`config.mk`:
```
export PLATFORM = sky130hd
export DESIGN_NAME = cache_ctrl_fsm_flat
export DESIGN_NICKNAME = d
export VERILOG_FILES = /design/src/rtl/cache_ctrl_fsm_if.sv /design/src/rtl/cache_ctrl_fsm.sv /design/src/flat_wrapper.sv
export SDC_FILE = /design/constraint.sdc
export NUM_CORES = 1
export LEC_CHECK = 0
export CAP_MARGIN = 30
export CORE_ASPECT_RATIO = 2
export CORE_UTILIZATION = 29
export DETAILED_ROUTE_END_ITERATION = 8
export GPL_TIMING_DRIVEN = 1
export RECOVER_POWER = 25
export SLEW_MARGIN = 20
export SYNTH_ARGS = -nofsm -noshare
export SYNTH_HDL_FRONTEND = slang
export SYNTH_SLANG_ARGS = --single-unit
```
`constraint.sdc`:
```
create_clock -name clk -period 3.25 [get_ports clk]
set_input_delay 0.65 -clock clk [delete_from_list [all_inputs] [get_ports clk]]
set_output_delay 0.65 -clock clk [all_outputs]
set_load 0.005 [all_outputs]
```
`src/rtl/cache_ctrl_fsm_if.sv`:
```
// CPU request, tag/data array and memory handshake bundle for cache_ctrl_fsm.
// The master side is the environment (CPU, arrays, memory); the slave side is the controller.
interface cache_ctrl_fsm_if #(
    parameter int IDX_W  = 2,
    parameter int STAT_W = 16
);
    // CPU request port
    logic              cpu_req;
    logic              cpu_we;
    logic              cpu_ready;
    // tag/data array status and control
    logic              hit;
    logic              valid;
    logic              dirty;
    logic              tag_wr;
    logic              data_wr;
    logic              fill_sel;
    logic              dirty_set;
    logic              dirty_clr;
    // memory bus handshake
    logic              mem_ready;
    logic              mem_rd;
    logic              mem_wr;
    logic [IDX_W-1:0]  word_idx;
    // status and statistics
    logic              busy;
    logic [STAT_W-1:0] hit_cnt;
    logic [STAT_W-1:0] miss_cnt;

    modport master (
        output cpu_req, cpu_we, hit, valid, dirty, mem_ready,
        input  cpu_ready, tag_wr, data_wr, fill_sel, dirty_set, dirty_clr,
        input  mem_rd, mem_wr, word_idx, busy, hit_cnt, miss_cnt
    );

    modport slave (
        input  cpu_req, cpu_we, hit, valid, dirty, mem_ready,
        output cpu_ready, tag_wr, data_wr, fill_sel, dirty_set, dirty_clr,
        output mem_rd, mem_wr, word_idx, busy, hit_cnt, miss_cnt
    );
endinterface

```
`src/rtl/cache_ctrl_fsm.sv`:
```
// Direct-mapped cache controller: read/write hits, write-back or write-through
// policy, word-by-word write-back and block fill with a memory handshake, and
// saturating hit/miss statistics. All outputs are combinational from state,
// word counter and inputs.
module cache_ctrl_fsm #(
    parameter int WORDS_PER_BLK = 4,
    parameter int IDX_W         = $clog2(WORDS_PER_BLK),
    parameter bit WRITE_BACK    = 1'b1,
    parameter int STAT_W        = 16
) (
    input  logic             clk,
    input  logic             reset,
    cache_ctrl_fsm_if.slave  bus
);

    localparam logic [2:0] IDLE    = 3'd0;
    localparam logic [2:0] COMPARE = 3'd1;
    localparam logic [2:0] WB      = 3'd2;
    localparam logic [2:0] FILL    = 3'd3;
    localparam logic [2:0] UPD_TAG = 3'd4;
    localparam logic [2:0] WT      = 3'd5;

    localparam logic [IDX_W-1:0]  LAST_WORD = IDX_W'(WORDS_PER_BLK - 1);
    localparam logic [STAT_W-1:0] STAT_MAX  = {STAT_W{1'b1}};

    logic [2:0]        state;
    logic [2:0]        state_nxt;
    logic [IDX_W-1:0]  word_cnt;
    logic [IDX_W-1:0]  word_cnt_nxt;
    // Set while the COMPARE that follows a refill is pending, so it is not counted twice.
    logic              recheck;
    logic [STAT_W-1:0] hit_q;
    logic [STAT_W-1:0] miss_q;
    logic              line_hit;

    assign line_hit     = bus.hit & bus.valid;
    assign bus.hit_cnt  = hit_q;
    assign bus.miss_cnt = miss_q;
    assign bus.busy     = (state != IDLE);

    // Next-state, next-counter and Mealy/Moore output decode.
    always_comb begin
        // NOTE: every signal written here gets a default first so no path leaves one
        // unassigned; a missing default would infer a latch.
        state_nxt     = state;
        word_cnt_nxt  = word_cnt;
        bus.cpu_ready = 1'b0;
        bus.tag_wr    = 1'b0;
        bus.data_wr   = 1'b0;
        bus.fill_sel  = 1'b0;
        bus.dirty_set = 1'b0;
        bus.dirty_clr = 1'b0;
        bus.mem_rd    = 1'b0;
        bus.mem_wr    = 1'b0;
        bus.word_idx  = '0;

        case (state)
            IDLE: begin
                if (bus.cpu_req) state_nxt = COMPARE;
            end

            COMPARE: begin
                if (line_hit) begin
                    if (!bus.cpu_we) begin
                        bus.cpu_ready = 1'b1;
                        state_nxt     = IDLE;
                    end else if (WRITE_BACK) begin
                        bus.data_wr   = 1'b1;
                        bus.dirty_set = 1'b1;
                        bus.cpu_ready = 1'b1;
                        state_nxt     = IDLE;
                    end else begin
                        // Array is updated now; the same word goes to memory in WT.
                        bus.data_wr = 1'b1;
                        state_nxt   = WT;
                    end
                end else if (WRITE_BACK && bus.valid && bus.dirty) begin
                    state_nxt = WB;
                end else begin
                    state_nxt = FILL;
                end
            end

            WB: begin
                bus.mem_wr   = 1'b1;
                bus.word_idx = word_cnt;
                if (bus.mem_ready) begin
                    if (word_cnt == LAST_WORD) begin
                        word_cnt_nxt = '0;
                        state_nxt    = FILL;
                    end else begin
                        word_cnt_nxt = word_cnt + IDX_W'(1);
                    end
                end
            end

            FILL: begin
                bus.mem_rd   = 1'b1;
                bus.fill_sel = 1'b1;
                bus.word_idx = word_cnt;
                bus.data_wr  = bus.mem_ready;
                if (bus.mem_ready) begin
                    if (word_cnt == LAST_WORD) begin
                        word_cnt_nxt = '0;
                        state_nxt    = UPD_TAG;
                    end else begin
                        word_cnt_nxt = word_cnt + IDX_W'(1);
                    end
                end
            end

            UPD_TAG: begin
                bus.tag_wr    = 1'b1;
                bus.dirty_clr = 1'b1;
                state_nxt     = COMPARE;
            end

            WT: begin
                bus.mem_wr = 1'b1;
                if (bus.mem_ready) begin
                    bus.cpu_ready = 1'b1;
                    state_nxt     = IDLE;
                end
            end

            default: begin
                state_nxt    = IDLE;
                word_cnt_nxt = '0;
            end
        endcase
    end

    // State and word counter registers; reset abandons any transfer in progress.
    always_ff @(posedge clk or posedge reset) begin
        // NOTE: sequential state uses non-blocking assignments so every register
        // samples the pre-edge values regardless of statement order.
        if (reset) begin
            state    <= IDLE;
            word_cnt <= '0;
        end else begin
            state    <= state_nxt;
            word_cnt <= word_cnt_nxt;
        end
    end

    // Marks the COMPARE re-entered from UPD_TAG so statistics skip it.
    always_ff @(posedge clk or posedge reset) begin
        if (reset) begin
            recheck <= 1'b0;
        end else if (state == UPD_TAG) begin
            recheck <= 1'b1;
        end else if (state == COMPARE) begin
            recheck <= 1'b0;
        end
    end

    // Saturating hit/miss counters, one count per original request.
    always_ff @(posedge clk or posedge reset) begin
        if (reset) begin
            hit_q  <= '0;
            miss_q <= '0;
        end else if (state == COMPARE && !recheck) begin
            if (line_hit) begin
                if (hit_q != STAT_MAX) hit_q <= hit_q + STAT_W'(1);
            end else begin
                if (miss_q != STAT_MAX) miss_q <= miss_q + STAT_W'(1);
            end
        end
    end

endmodule

```
`src/flat_wrapper.sv`:
```
// flat-port wrapper written by rule: the top's interface ports become plain ports
module cache_ctrl_fsm_flat 
#(
    parameter int WORDS_PER_BLK = 4,
    parameter int IDX_W         = $clog2(WORDS_PER_BLK),
    parameter bit WRITE_BACK    = 1'b1,
    parameter int STAT_W        = 16
)
  (clk, reset, bus_cpu_req, bus_cpu_we, bus_hit, bus_valid, bus_dirty, bus_mem_ready, bus_cpu_ready, bus_tag_wr, bus_data_wr, bus_fill_sel, bus_dirty_set, bus_dirty_clr, bus_mem_rd, bus_mem_wr, bus_word_idx, bus_busy, bus_hit_cnt, bus_miss_cnt);
  cache_ctrl_fsm_if #(.IDX_W(IDX_W), .STAT_W(STAT_W)) bus_i ();
  input  logic clk;
  input  logic reset;
  input wire logic [$bits(bus_i.cpu_req)-1:0] bus_cpu_req;
  input wire logic [$bits(bus_i.cpu_we)-1:0] bus_cpu_we;
  input wire logic [$bits(bus_i.hit)-1:0] bus_hit;
  input wire logic [$bits(bus_i.valid)-1:0] bus_valid;
  input wire logic [$bits(bus_i.dirty)-1:0] bus_dirty;
  input wire logic [$bits(bus_i.mem_ready)-1:0] bus_mem_ready;
  output wire logic [$bits(bus_i.cpu_ready)-1:0] bus_cpu_ready;
  output wire logic [$bits(bus_i.tag_wr)-1:0] bus_tag_wr;
  output wire logic [$bits(bus_i.data_wr)-1:0] bus_data_wr;
  output wire logic [$bits(bus_i.fill_sel)-1:0] bus_fill_sel;
  output wire logic [$bits(bus_i.dirty_set)-1:0] bus_dirty_set;
  output wire logic [$bits(bus_i.dirty_clr)-1:0] bus_dirty_clr;
  output wire logic [$bits(bus_i.mem_rd)-1:0] bus_mem_rd;
  output wire logic [$bits(bus_i.mem_wr)-1:0] bus_mem_wr;
  output wire logic [$bits(bus_i.word_idx)-1:0] bus_word_idx;
  output wire logic [$bits(bus_i.busy)-1:0] bus_busy;
  output wire logic [$bits(bus_i.hit_cnt)-1:0] bus_hit_cnt;
  output wire logic [$bits(bus_i.miss_cnt)-1:0] bus_miss_cnt;
  assign bus_i.cpu_req = bus_cpu_req;
  assign bus_i.cpu_we = bus_cpu_we;
  assign bus_i.hit = bus_hit;
  assign bus_i.valid = bus_valid;
  assign bus_i.dirty = bus_dirty;
  assign bus_i.mem_ready = bus_mem_ready;
  assign bus_cpu_ready = bus_i.cpu_ready;
  assign bus_tag_wr = bus_i.tag_wr;
  assign bus_data_wr = bus_i.data_wr;
  assign bus_fill_sel = bus_i.fill_sel;
  assign bus_dirty_set = bus_i.dirty_set;
  assign bus_dirty_clr = bus_i.dirty_clr;
  assign bus_mem_rd = bus_i.mem_rd;
  assign bus_mem_wr = bus_i.mem_wr;
  assign bus_word_idx = bus_i.word_idx;
  assign bus_busy = bus_i.busy;
  assign bus_hit_cnt = bus_i.hit_cnt;
  assign bus_miss_cnt = bus_i.miss_cnt;
  cache_ctrl_fsm #(.WORDS_PER_BLK(WORDS_PER_BLK), .IDX_W(IDX_W), .WRITE_BACK(WRITE_BACK), .STAT_W(STAT_W)) u_core (.clk(clk), .reset(reset), .bus(bus_i));
endmodule
```
==> flow_summary.json, run 1 <==
{
  "status": "complete, no violations",
  "synth_compound_area_share_pct": 6.37,
  "drt-total-wl_um": 4450,
  "dr.pass1.iters": 4,
  "hpwl_um": 3320,
  "drt-wirelength-per-cell_um": 12.9,
  "viasPerCell": 4.77,
  "max-cap-violations": 0,
  "antenna_found_initial": 0,
  "yosys-top-cells-count": "dfrtp_1, nand2_1, xnor2_1, nor2_1, nand3_1",
  "timing_worst_setup_path_type": "primary input to output pin",
  "worstMarginPinSlew_ps": 495,
  "area_growth_pct": 37.7,
  "cts_max_level": 2,
  "yosysTopAreaCell": "dfrtp_1",
  "drive_gt1_share_pct": 6.59,
  "cts_buffers": 5,
  "dieArea_um2": 7270,
  "initial_core_util_pct": 30.3,
  "p_leak_nw": 1.16,
  "num_antenna_cells": 0,
  "syn-num-nets": 216,
  "overflow": 0,
  "ios": 51,
  "yosysUniqueCellTypes": 39,
  "yosys_register_bits": 38,
  "fin_crit_ps": 2770,
  "worstSkewPairLatency_ps": 280,
  "fp.dieW_um": 60.8,
  "ir_drop_v": 0.000365,
  "place_congestion": 0.776,
  "yosysSeqAreaShare_pct": 47.4,
  "grt_usage_pct": 14.1,
  "synthMostInstantiatedCell": "dfrtp_1",
  "synth_top_area_share_pct": 47.4,
  "grt_pass1_vias": 1625,
  "post-route-period-util_pct": 85.2,
  "die_y_um": 120,
  "worst_setup_path_start_kind": "primary input",
  "ant_nets": 0,
  "synth.avg_cell_area_um2": 9.78,
  "synth.area.top_cells": "dfrtp_1, xnor2_1, nand2_1",
  "grt_pass1_wl_um": 7790,
  "cts_tree": "built",
  "cts_buffer_depth": 2,
  "fin_nets": 268,
  "port_buffers": 50,
  "rsz0062_at_grt": "false",
  "finalHoldViolCount": 0,
  "synth_mux_area_share_pct": 2.18,
  "fin_setup_tns_ps": 0,
  "initialDrtViolationCount": 126,
  "rows": 42,
  "syn_inst": 205,
  "power.density_nw_per_um2": 635,
  "drc_errors": 0,
  "finalMaxSlewViolations": 0,
  "slew_headroom_pct": 66.9,
  "fmax_mhz": 361,
  "ys_async_sr_fraction_pct": 100,
  "core-area_um2": 6620,
  "clock-sinks": 38,
  "synth_edf_count": 0,
  "synth_simple_gate_area_share_pct": 27.5,
  "end_kind": "output pin",
  "hold_depth": 1,
  "post_cts_buffers": 0,
  "synth-xor-area-share_pct": 11.8,
  "vias": 1650,
  "arrival_ps": 2120,
  "ctsHoldBuffers": 0,
  "syn_area_um2": 2000,
  "synthFlopType": "dfrtp_1",
  "reg2regPathDepth": 5,
  "final_core_util_pct": 41.7,
  "clk_pin_slew_ps": 50,
  "synth_top_family_by_area": "simple AND/OR/NAND/NOR gates",
  "cts-root-buf": "clkbuf_16",
  "cp_max_fo": 3,
  "setup_viol": 0,
  "cp.required_ps": 2600,
  "yosys_warnings": 0,
  "skew_ps": 5.91,
  "cts_resized": 0,
  "nFillCells": 691,
  "grt_max_degree": 39,
  "hold_class": "flop to flop",
  "synth-adder-area-share_pct": 1.87
}
## layout by cell type, fill, tap and decap left out, types with 6 or more instances in the layout
cell             netlist  final
and2_1                 8      8
nor2_1                15     15
nand2_1               22     22
a21oi_1                9      9
clkdlybuf4s50_1        0     49
xor2_1                 8      8
nand4_1               10     10
inv_1                  6      6
dfrtp_1               38     38
nand3_1               13     13
xnor2_1               19     19
## logic make-up after synthesis
kind of cell	after synthesis
flops	38
mux	4
fa+ha+maj	3
xor+xnor	27
buf+inv	13
compound gates	21
simple gates	99
## layer usage
metal / global-route usage, % / up-vias / routed length, µm
met5: 0 / - / 0
met4: 5.54 / 0 / 55
met3: 2.59 / 2 / 124
met2: 24.1 / 34 / 2510
met1: 16.7 / 801 / 1760
li1: - / 813 / -
## worst max-delay path, cell delays in order
cell	delay [ps]
clkdlybuf4s50_1	490
and2_1	210
nand3b_1	110
a21oi_1	150
clkdlybuf4s50_1	510
## flip-flops by register name, indices dropped and copies added, names as in the netlist
register / flops
u_core.bus.hit_cnt: 16
u_core.bus.miss_cnt: 16
u_core.word_cnt: 2
u_core.state: 3
u_core.recheck: 1
## metrics by stage
stage / worst slack (ps) / hold WS (ps) / power, W / instances / instance area (µm²)
2_1_floorplan: 1450 / 456 / 0.000962 / 205 / 2000
3_3_place_gp: 460 / 476 / 0.00122 / 338 / 2590
3_5_place_dp: 468 / 484 / 0.00123 / 338 / 2590
4_1_cts: 462 / 497 / 0.00178 / 346 / 2760
5_1_grt: 403 / 515 / 0.00187 / 346 / 2760
6_report: 480 / 491 / 0.00175 / 346 / 2760
## power by group
part	internal (W)	switching (W)	total (W)
Combinational	0.000316	0.000202	0.000518
Sequential	0.000554	0.000137	0.000692
Clock	0.000359	0.000186	0.000545
Total	0.00123	0.000525	0.00175
## path summary, 6_finish.rpt
check / from / end / slack, ps
max: bus_hit / bus_data_wr / 480
min: u_core.bus.hit_cnt[15]$_DFFE_PP0P_ / u_core.bus.hit_cnt[15]$_DFFE_PP0P_ / 490
max reg2reg: u_core.bus.miss_cnt[0]$_DFFE_PP0P_ / u_core.bus.miss_cnt[8]$_DFFE_PP0P_ / 1310
min reg2reg: u_core.bus.hit_cnt[15]$_DFFE_PP0P_ / u_core.bus.hit_cnt[15]$_DFFE_PP0P_ / 490
max in group asynchronous: reset / u_core.bus.miss_cnt[12]$_DFFE_PP0P_ / 1980
min in group asynchronous: reset / u_core.word_cnt[1]$_DFFE_PP0P_ / 930
## layout make-up
cell class | count | area, µm² | area share (%)
clock buffer | 5 | 125 | 4.53
clock inverter | 3 | 40.0 | 1.45
inverter | 6 | 22.5 | 0.816
multi-input combinational | 154 | 996 | 36.1
sequential | 38 | 951 | 34.5
tap | 88 | 110 | 3.99
timing repair buffer | 52 | 515 | 18.7
Note: power is estimated with default switching activity, not from simulation.
==> inputs of run 2 (changes only) <==
- ABC_AREA: not set -> 1
- RECOVER_POWER: 25 -> 50
==> flow_summary.json, run 2 <==
{
  "rsz0062_at_grt": "false",
  "timing_worst_setup_path_type": "primary input to output pin",
  "clock-sinks": 38,
  "arrival_ps": 2230,
  "regToRegEndpoint": "u_core.bus.hit_cnt[0]$_DFFE_PP0P_",
  "synth_edf_count": 0,
  "layout_common_cells": "nand2_1, nor2_1, clkdlybuf4s50_1",
  "seqPwrFrac_pct": 38.1,
  "cts_resized": 0,
  "antenna_found_initial": 0,
  "skew_ps": 4.79,
  "grt_pass1_vias": 2250,
  "cpLargestDelayFamily": "buffers and inverters",
  "synth_top_family_by_area": "simple AND/OR/NAND/NOR gates",
  "place_ws_ps": 366,
  "violations": "capacitance limit, slew limit",
  "slew_headroom_pct": -4.85,
  "dr.pass1.iters": 4,
  "synth-adder-area-share_pct": 1.55,
  "ant_nets": 0,
  "crit_chain": "clkdlybuf4s50_1 -> nand2_1 -> inv_2 -> nand3_1 -> nand2_1 -> clkdlybuf4s50_1",
  "power.density_nw_per_um2": 528,
  "cts_max_level": 2,
  "synthMostInstantiatedCell": "nand2_1",
  "yosys_warnings": 0,
  "fp.dieW_um": 66.6,
  "max-cap-violations": 1,
  "place_congestion": 0.836,
  "num_antenna_cells": 0,
  "initialDrtViolationCount": 101,
  "min_to": "u_core.bus.hit_cnt[14]$_DFFE_PP0P_",
  "fin_nets": 408,
  "cts_buffer_depth": 2,
  "ios": 51,
  "cts_tree": "built",
  "p_leak_nw": 1.44,
  "finalMaxSlewViolations": 27,
  "synth-xor-area-share_pct": 3.62,
  "drt-total-wl_um": 6110,
  "rows": 46,
  "rrSetupSlack_ps": 470,
  "combinationalPowerShare_pct": 33.5,
  "hold_class": "flop to flop",
  "grt_pass1_wl_um": 10400,
  "fmax_mhz": 348,
  "viasPerCell": 4.73,
  "path_buf_inv": 3,
  "synth_mux_area_share_pct": 0,
  "syn_inst": 346,
  "port_buffers": 50,
  "fin_ws_ps": 374,
  "worst_setup_path_start_kind": "primary input",
  "whs_ps": 513,
  "hpwl_um": 4530,
  "post-route-period-util_pct": 88.5,
  "post_cts_buffers": 0,
  "cp_max_fo": 10,
  "nFillCells": 865,
  "synth_simple_gate_area_share_pct": 46.1,
  "synth.avg_cell_area_um2": 6.99,
  "cpMaxStageDelayCell": "clkdlybuf4s50_1",
  "initial_core_util_pct": 30.2,
  "power.share.clock_pct": 28.3,
  "synth.area.top_cells": "dfrtp_1, nand2_1, nand3_1",
  "setup_viol": 0,
  "synth_compound_area_share_pct": 2.38,
  "final_core_util_pct": 38.9,
  "overflow": 0,
  "yosys_register_bits": 38,
  "clk_pin_slew_ps": 60,
  "p_int_w": 0.00107,
  "r2r-start": "u_core.state[1]$_DFFE_PP0P_",
  "cts-root-buf": "clkbuf_16",
  "p_sw_share_pct": 34.8,
  "status": "complete, but fails checks",
  "drc_errors": 0,
  "yosysUniqueCellTypes": 25,
  "report.power.total_w": 0.00164,
  "fin_setup_tns_ps": 0,
  "drive_gt1_share_pct": 4.79,
  "cts_buffers": 5,
  "synth_top_area_share_pct": 39.3,
  "yosysSeqAreaShare_pct": 39.3,
  "syn_area_um2": 2420,
  "ir_drop_v": 0.000425,
  "ys_async_sr_fraction_pct": 100,
  "synthFlopType": "dfrtp_1",
  "syn-num-nets": 357,
  "reg2regPathDepth": 8,
  "finalHoldViolCount": 0,
  "end_kind": "output pin",
  "fin_crit_ps": 2880,
  "hold_depth": 2,
  "cp.required_ps": 2600,
  "min_from": "u_core.bus.hit_cnt[14]$_DFFE_PP0P_",
  "slowest_delay_ps": 490,
  "worstSkewPairLatency_ps": 280,
  "grt_usage_pct": 15.2,
  "final_common_cell": "nand2_1",
  "yosysTopAreaCell": "dfrtp_1",
  "core-area_um2": 8000,
  "die_y_um": 131,
  "area_growth_pct": 28.6,
  "drt-wirelength-per-cell_um": 12.4,
  "power.switching_w": 0.000571,
  "yosys-top-cells-count": "nand2_1, nor2_1, dfrtp_1, nand3_1, inv_1",
  "ctsHoldBuffers": 0,
  "vias": 2334,
  "dieArea_um2": 8730,
  "worstMarginPinSlew_ps": 1570,
  "grt_max_degree": 39
}
==> run 2: cell count changes in the layout (fill, tap and decap cells not counted), moves of 5 or more <==
cell             change
a21oi_1              -5
and3_1               -5
nand3b_1            +13
clkdlybuf4s50_1      -7
nor2_1              +30
xnor2_1             -15
dlygate4sd3_1        +7
and2_1               -8
inv_1               +20
and4_1               -5
nand2_1            +112
nand3_1             +24
==> run 2: power by group through the flow <==
stage          clock network (W)  logic, W  registers [W]
6_report                0.000465  0.000551       0.000626
5_1_grt                 0.000503  0.000617       0.000633
4_1_cts                 0.000483  0.000574       0.000627
3_5_place_dp                   0  0.000571       0.000635
3_3_place_gp                   0  0.000568       0.000630
2_1_floorplan                  0  0.000350       0.000617
==> run 2: routing by layer <==
metal | share of wire, % | routed length [µm] | track usage (%) | up-vias
met4 | 2.0 | 121 | 6.03 | 0
met1 | 40 | 2440 | 16.4 | 1102
li1 | - | - | - | 1194
met5 | 0 | 0 | 0 | -
met2 | 56 | 3420 | 27.9 | 32
met3 | 2.1 | 130 | 2.60 | 6
==> run 2: cell type report <==
class	count	area [µm²]	area share (%)
well taps	96	120	3.86
inverters	29	111	3.58
flip-flops and latches	38	951	30.6
repair buffers	52	513	16.5
multi-input cells	271	1280	41.2
clock buffers	7	133	4.27
==> run 2: metrics by stage <==
step / instances / cell area [µm²]
finish: 493 / 3110
global route: 493 / 3110
CTS: 493 / 3130
detailed placement: 486 / 3000
global placement: 486 / 3000
floorplan: 346 / 2420
==> run 2: worst max-delay path by stage <==
stage	start	to	slack, ps	cells past startpoint
floorplan	bus_hit	bus_data_wr	1500	4
finish	bus_valid	bus_data_wr	370	6
global placement	bus_hit	bus_data_wr	410	6
global route	u_core.state[1]$_DFFE_PP0P_	u_core.bus.hit_cnt[4]$_DFFE_PP0P_	200	8
detailed placement	bus_valid	bus_data_wr	370	6
CTS	bus_hit	bus_data_wr	360	6
==> run 2: worst register-to-register path, delay by kind of cell, from the launching register on <==
| kind | cells | cell delay (ps) |
|---|---|---|
| buffers and inverters | 2 | 220 |
| and+or+nand+nor | 6 | 2060 |
| DFF | 1 | 390 |
==> run 2: cell families after synthesis <==
logic type | Yosys count
and+or+nand+nor | 247
DFF | 38
buffers and inverters | 37
AOI/OAI and AO/OA | 11
xor gates and xnor gates | 10
adders and majority gates | 3
==> inputs of run 3 (changes only) <==
- clock period: 3.25 -> 2.4 ns (I/O delays scaled with it)
==> flow_summary.json, run 3 (synthesis results as in run 2) <==
{
  "post_cts_buffers": 0,
  "ir_drop_v": 0.000402,
  "hold_class": "flop to flop",
  "initial_core_util_pct": 30.2,
  "worstSkewPairLatency_ps": 290,
  "drc_errors": 0,
  "dieArea_um2": 8730,
  "initialDrtViolationCount": 97,
  "hpwl_um": 4600,
  "drive_gt1_share_pct": 6.75,
  "cts_buffers": 5,
  "fin_nets": 411,
  "clk_pin_slew_ps": 60,
  "place_congestion": 0.827,
  "port_buffers": 50,
  "arrival_ps": 1800,
  "worstMarginPinSlew_ps": 986,
  "end_kind": "output pin",
  "cts_buffer_depth": 2,
  "overflow": 0,
  "cp.required_ps": 1920,
  "fin_crit_ps": 2280,
  "power.density_nw_per_um2": 756,
  "ios": 51,
  "core-area_um2": 8000,
  "layout_common_cells": "nand2_1, nor2_1, dfrtp_1",
  "ant_nets": 0,
  "status": "complete, no violations",
  "rsz0062_at_grt": "false",
  "rows": 46,
  "slew_headroom_pct": 34.2,
  "fmax_mhz": 438,
  "dr.pass1.iters": 4,
  "drt-total-wl_um": 6180,
  "timing_worst_setup_path_type": "primary input to output pin",
  "final_common_cell": "nand2_1",
  "post-route-period-util_pct": 95.2,
  "area_growth_pct": 31.9,
  "finalHoldViolCount": 0,
  "worst_setup_path_start_kind": "primary input",
  "nFillCells": 832,
  "vias": 2344,
  "antenna_found_initial": 0,
  "viasPerCell": 4.73,
  "setup_viol": 0,
  "drt-wirelength-per-cell_um": 12.5,
  "skew_ps": 4.70,
  "ctsHoldBuffers": 0,
  "max-cap-violations": 0,
  "finalMaxSlewViolations": 0,
  "die_y_um": 131,
  "cts_max_level": 2,
  "grt_pass1_wl_um": 10500,
  "cts_resized": 1,
  "num_antenna_cells": 0,
  "fin_setup_tns_ps": 0,
  "clock-sinks": 38,
  "cp_max_fo": 3,
  "cts_tree": "built",
  "report.power.total_w": 0.00241,
  "whs_ps": 510,
  "grt_pass1_vias": 2300,
  "fp.dieW_um": 66.6,
  "p_leak_nw": 1.51,
  "grt_usage_pct": 15.5,
  "cts-root-buf": "clkbuf_16",
  "grt_max_degree": 39
}
==> run 3: area by class of cell <==
cell class / count / area [µm²] / share of cell area, %
clock buffers: 6 / 139 / 4.35
clock inverters: 1 / 30.0 / 0.942
inverters: 29 / 111 / 3.49
multi-input cells: 271 / 1300 / 40.8
flip-flops and latches: 38 / 951 / 29.8
well taps: 96 / 120 / 3.77
repair buffers: 55 / 536 / 16.8
==> run 3: worst max-delay path: stages <==
cell	delay, ps
dlygate4sd3_1	550
inv_1	80
o22ai_1	170
clkdlybuf4s50_1	530
==> run 3: final timing paths <==
path                                                    start                             endpoint  slack, ps  cells past startpoint
setup / recovery                                bus_mem_ready                        bus_cpu_ready        120                      4
hold / removal             u_core.bus.hit_cnt[14]$_DFFE_PP0P_   u_core.bus.hit_cnt[14]$_DFFE_PP0P_        510                      2
setup reg to reg                  u_core.state[1]$_DFFE_PP0P_    u_core.bus.hit_cnt[1]$_DFFE_PP0P_        620                      8
hold reg to reg            u_core.bus.hit_cnt[14]$_DFFE_PP0P_   u_core.bus.hit_cnt[14]$_DFFE_PP0P_        510                      2
max in group asynchronous                               reset  u_core.bus.miss_cnt[15]$_DFFE_PP0P_        860                      3
min in group asynchronous                               reset    u_core.bus.hit_cnt[9]$_DFFE_PP0P_        940                      3
==> run 3: layer usage <==
layer,vias up,GRT usage [%],wire [µm]
li1,1206,-,-
met5,-,0,0
met3,13,2.69,138
met4,0,8.16,191
met1,1088,16.3,2400
met2,37,27.8,3460
==> run 3: report_power, final <==
group / leakage [nW] / switching (W) / internal (W) / total (W)
clock network: 0.0829 / 0.000263 / 0.000513 / 0.000776
registers: 0.516 / 0.000117 / 0.000730 / 0.000848
logic: 0.910 / 0.000435 / 0.000352 / 0.000788
total: 1.51 / 0.000815 / 0.00160 / 0.00241
==> run 3: through the flow <==
stage               std cells  setup slack (ps)  util [%]  area, µm²
floorplan                 346               853         -       2420
global placement          489               137      37.7       3020
detailed placement        489               113      37.7       3020
CTS                       496              59.0      39.9       3190
global route              496              31.4      39.9       3190
finish                    496               115      39.9       3190
